File: src/rtl/mdu.sv
// Iterative multiply/divide unit with architectural HI/LO registers.
// mult/multu use radix-2 shift-add; div/divu use restoring division.
// Both share one 64-bit working register and take ITER cycles.
module mdu #(
  parameter int unsigned ITER = 32
) (
  input  logic        clk,
  input  logic        reset,
  input  logic        start,
  input  logic [2:0]  op,
  input  logic [31:0] a,
  input  logic [31:0] b,
  output logic        busy,
  output logic        done,
  output logic [31:0] hi,
  output logic [31:0] lo
);

  localparam logic [2:0] OP_MULT  = 3'd1;
  localparam logic [2:0] OP_MULTU = 3'd2;
  localparam logic [2:0] OP_DIV   = 3'd3;
  localparam logic [2:0] OP_DIVU  = 3'd4;
  localparam logic [2:0] OP_MTHI  = 3'd5;
  localparam logic [2:0] OP_MTLO  = 3'd6;

  typedef enum logic {IDLE, RUN} state_t;

  state_t      state;
  logic [5:0]  cnt;
  logic [63:0] acc;       // mult: {partial product, multiplier}; div: {remainder, quotient}
  logic [31:0] opnd;      // multiplicand or divisor magnitude
  logic        is_div;
  logic        neg_res;   // negate product / quotient
  logic        neg_rem;   // negate remainder (dividend sign)
  logic        div_zero;

  logic        is_signed;
  logic        a_neg;
  logic        b_neg;
  logic [31:0] a_mag;
  logic [31:0] b_mag;
  logic [32:0] add_sum;
  logic [32:0] shifted;
  logic [63:0] acc_nxt;
  logic [63:0] prod_fix;
  logic [31:0] quo_fix;
  logic [31:0] rem_fix;

  // Operand magnitudes at accept, one iteration step, and sign fix-up of the final step
  always_comb begin
    is_signed = (op == OP_MULT) || (op == OP_DIV);
    a_neg     = is_signed & a[31];
    b_neg     = is_signed & b[31];
    a_mag     = a_neg ? -a : a;
    b_mag     = b_neg ? -b : b;

    add_sum = {1'b0, acc[63:32]} + (acc[0] ? {1'b0, opnd} : 33'd0);
    shifted = acc[63:31];
    acc_nxt = {add_sum, acc[31:1]};
    if (is_div) begin
      if (shifted >= {1'b0, opnd}) begin
        acc_nxt = {32'(shifted - {1'b0, opnd}), acc[30:0], 1'b1};
      end else begin
        acc_nxt = {shifted[31:0], acc[30:0], 1'b0};
      end
    end

    prod_fix = neg_res ? -acc_nxt : acc_nxt;
    quo_fix  = neg_res ? -acc_nxt[31:0] : acc_nxt[31:0];
    rem_fix  = neg_rem ? -acc_nxt[63:32] : acc_nxt[63:32];
  end

  // Control FSM, iteration datapath and HI/LO registers
  always_ff @(posedge clk) begin
    if (reset) begin
      state    <= IDLE;
      cnt      <= 6'd0;
      acc      <= 64'd0;
      opnd     <= 32'd0;
      is_div   <= 1'b0;
      neg_res  <= 1'b0;
      neg_rem  <= 1'b0;
      div_zero <= 1'b0;
      busy     <= 1'b0;
      done     <= 1'b0;
      hi       <= 32'd0;
      lo       <= 32'd0;
    end else begin
      done <= 1'b0;
      case (state)
        IDLE: begin
          if (start) begin
            case (op)
              OP_MULT, OP_MULTU, OP_DIV, OP_DIVU: begin
                state    <= RUN;
                busy     <= 1'b1;
                cnt      <= 6'(ITER);
                is_div   <= (op == OP_DIV) || (op == OP_DIVU);
                neg_res  <= a_neg ^ b_neg;
                neg_rem  <= a_neg;
                div_zero <= (b == 32'd0);
                if ((op == OP_DIV) || (op == OP_DIVU)) begin
                  acc  <= {32'd0, a_mag};
                  opnd <= b_mag;
                end else begin
                  acc  <= {32'd0, b_mag};
                  opnd <= a_mag;
                end
              end
              OP_MTHI: hi <= a;
              OP_MTLO: lo <= a;
              default: ;
            endcase
          end
        end
        RUN: begin
          cnt <= cnt - 6'd1;
          acc <= acc_nxt;
          if (cnt == 6'd1) begin
            state <= IDLE;
            busy  <= 1'b0;
            done  <= 1'b1;
            if (!is_div) begin
              hi <= prod_fix[63:32];
              lo <= prod_fix[31:0];
            end else if (!div_zero) begin
              hi <= rem_fix;
              lo <= quo_fix;
            end
          end
        end
        default: state <= IDLE;
      endcase
    end
  end

endmodule
File: config.mk
export PLATFORM = sky130hd
export DESIGN_NAME = mdu
export DESIGN_NICKNAME = d
export VERILOG_FILES = /design/src/rtl/mdu.sv
export SDC_FILE = /design/constraint.sdc
export NUM_CORES = 1
export LEC_CHECK = 0
export ABC_AREA = 0
export CORE_MARGIN = 2
export CORE_UTILIZATION = 53
export DETAILED_ROUTE_END_ITERATION = 7
export HOLD_SLACK_MARGIN = 0.03
export PLACE_DENSITY_LB_ADDON = 0.1
export SETUP_SLACK_MARGIN = 0.02
export SYNTH_ARGS = -nofsm -noshare
export SYNTH_HDL_FRONTEND = slang
export SYNTH_SLANG_ARGS = --single-unit
export TNS_END_PERCENT = 10
File: constraint.sdc
create_clock -name clk -period 13 [get_ports clk]
set_input_delay 1.95 -clock clk [delete_from_list [all_inputs] [get_ports clk]]
set_output_delay 1.95 -clock clk [all_outputs]
set_load 0.02 [all_outputs]
==> flow_summary.json <==
{
  "fmax_ghz": 0.1480,
  "routedWlPerCell_um": 24.00,
  "worst_slew_pin_slew_ns": 1.146,
  "yosysTopAreaCellShare": 0.2259,
  "path_class": "flop to flop",
  "final-setup-viol-count": 0,
  "final_cells": 2566,
  "overflow": 0,
  "place_ws_ns": 6.488,
  "cts_tree": "yes",
  "max-clock-path-buffers": 2,
  "grt_usage": 0.3981,
  "avgSynthCellArea_um2": 7.212,
  "drive_above_1_share": 0.05591,
  "grt_max_degree": 81,
  "cp-start-kind": "flop",
  "die_w_um": 174.1,
  "multi_input_area_um2": 11070,
  "ant_nets": 0,
  "slowest_stage": "nor4_2",
  "rsz0062_at_grt": "no",
  "period_share": 0.5197,
  "crit_chain": "inv_1 > ha_1 > a21oi_4 > o21ai_0 > a2111o_1 > a211o_1 > nor2_1 > nand2_1 > o21ai_0 > ha_1 > o21ai_0 > or4_1 > or4_1 > nor4_2 > a31oi_1 > nor3_1 > nand3_1 > o41ai_1 > xor2_1 > a221oi_1",
  "start_util": 0.5357,
  "path_clk_slew_ns": 0.07,
  "fin_util": 0.6081,
  "clock_skew_ns": 0.01467,
  "synth.yosys.seq_area_share": 0.2259,
  "clock_sinks": 173,
  "avgViaCountPerCell": 6.607,
  "antenna_found_initial": 0,
  "fillerInstances": 2724,
  "yosysTopAreaCell": "dfxtp_1",
  "cts.htree.levels": 4,
  "yosysMostFrequentCell": "nor2_1",
  "critPathTopFamily": "compound AO/OA/AOI/OAI gates",
  "place_hpwl_um": 47100,
  "cp_max_fo": 14,
  "cts_hold_buf": 0,
  "finalHoldViolCount": 0,
  "syn_inst": 2126,
  "hold_path_class": "flop to flop",
  "portBuffers": 135,
  "first_global_vias": 15230,
  "diodes": 0,
  "clk_latency_ns": 0.46,
  "critPathArrivalTime_ns": 7.12,
  "syn_area_um2": 15330,
  "syn_to_final_growth_pct": 13.53,
  "synth_seq_cells": 173,
  "synth_edf_count": 0,
  "maxCapViolCount": 0,
  "cp-end-kind": "flop",
  "setup_tns_ns": 0,
  "first_iter_violations": 1994,
  "gp_congestion": 0.9903,
  "core_area_um2": 28630,
  "regArea_um2": 3471,
  "worst_slack_ns": 6.244,
  "die_h_um": 174.1,
  "routed_wl_um": 61580,
  "synthArstFlopShare": 0,
  "power_mw": 1.939,
  "numCtsBuffers": 17,
  "crit_top_cell": "o21ai_0",
  "die_area_um2": 30310,
  "finalNetCount": 2312,
  "first_pass_iters": 6,
  "synth_ff_type": "dfxtp_1",
  "via_count": 16950,
  "cts_resized": 0,
  "drc_errors": 0,
  "grt_pass1_wl_um": 92320,
  "pin_count": 136,
  "cp_num_buf_inv": 1,
  "power_density_nw_per_um2": 111.4,
  "slew_headroom": 0.2315,
  "dp_cells": 2535,
  "synth_area_leaders": "dfxtp_1 (23%), nor2_1 (6.5%), nand2_1 (6.2%)",
  "cp_slowest_stage_delay_ns": 0.70,
  "outcome": "completed",
  "yosys_warnings": 0,
  "crit_required_ns": 13.36,
  "ys_top_cells_by_count": "nor2_1 (265), nand2_1 (252), a21oi_1 (173), dfxtp_1 (173), o21ai_0 (135)",
  "synth_cell_types": 97,
  "leakage_nw": 6.502,
  "final_max_slew_viol_count": 0,
  "post_cts_buffers": 0,
  "rows": 62,
  "period_needed_ns": 6.756,
  "synth_nets": 2268,
  "irDropWorstVdd_mv": 0.08508,
  "root_buffer": "clkbuf_16"
}
[cells in the final DEF, fill, tap and decap left out, drive strengths merged, types with 26 or more instances in the layout]
cell and instances:
buf 29, a21oi 176, clkdlybuf4s50 134, o21ai 142, xnor2 92, nor2 265
xor2 60, a311oi 26, ha 70, a211oi 60, a31oi 42, dfxtp 173
nand3 33, o211ai 44, nand2 253, nor3 68, inv 74, mux2i 39
[logic make-up after synthesis]
logic type                 share of synthesized area
and+or+nand+nor                               0.2351
AOI/OAI and AO/OA                             0.3012
adders and majority gates                    0.05973
xor gates and xnor gates                     0.08682
buffers and inverters                        0.05483
DFF                                           0.2259
muxes                                        0.03647
[worst paths after layout]
path	from	endpoint	slack, ns	depth (start not counted)
setup / recovery	opnd[18]	hi[24]	6.24	20
hold / removal	hi[9]	hi[9]	0.45	2
setup reg to reg	opnd[18]	hi[24]	6.24	20
hold reg to reg	hi[9]	hi[9]	0.45	2
[routing by layer]
| metal | routed length (um) | global-route usage |
|---|---|---|
| met1 | 26320 | 0.5405 |
| met2 | 24560 | 0.5523 |
| met3 | 7534 | 0.1398 |
| met4 | 3051 | 0.1989 |
| met5 | 111 | 0.02564 |
[worst register-to-register path: stages, from the launching register on]
cell	delay, ns
dfxtp_1	0.33
inv_1	0.06
ha_1	0.43
a21oi_4	0.28
o21ai_0	0.18
a2111o_1	0.46
a211o_1	0.47
nor2_1	0.23
nand2_1	0.17
o21ai_0	0.20
ha_1	0.24
o21ai_0	0.15
or4_1	0.58
or4_1	0.57
nor4_2	0.70
a31oi_1	0.36
nor3_1	0.32
nand3_1	0.14
o41ai_1	0.42
xor2_1	0.13
a221oi_1	0.27
[flip-flops by register name (all words and copies together), names as in the netlist]
register / flops
acc: 64
hi: 32
lo: 32
opnd: 32
cnt: 6
busy: 1
div_zero: 1
done: 1
is_div: 1
neg_rem: 1
neg_res: 1
state: 1
[final cells by class]
type	count	area share
clock inverter	11	0.006038
clock buffer	20	0.02688
tap	384	0.02760
sequential	173	0.1994
timing repair buffer	163	0.08956
inverter	69	0.01488
multi-input combinational	1746	0.6357
[power by group]
part	switching [mW]	total, mW	internal, mW
clock	0.248	0.530	0.282
sequential	0.0398	0.605	0.566
combinational	0.521	0.803	0.282
[metrics by stage]
| stage | area [um^2] | hold slack (ns) |
|---|---|---|
| floorplan | 15330 | 0.4319 |
| global placement | 16830 | 0.4412 |
| detailed placement | 16830 | 0.4435 |
| CTS | 17410 | 0.4535 |
| global route | 17410 | 0.4761 |
| finish | 17410 | 0.4538 |
Power figures use the tool's default switching activity.
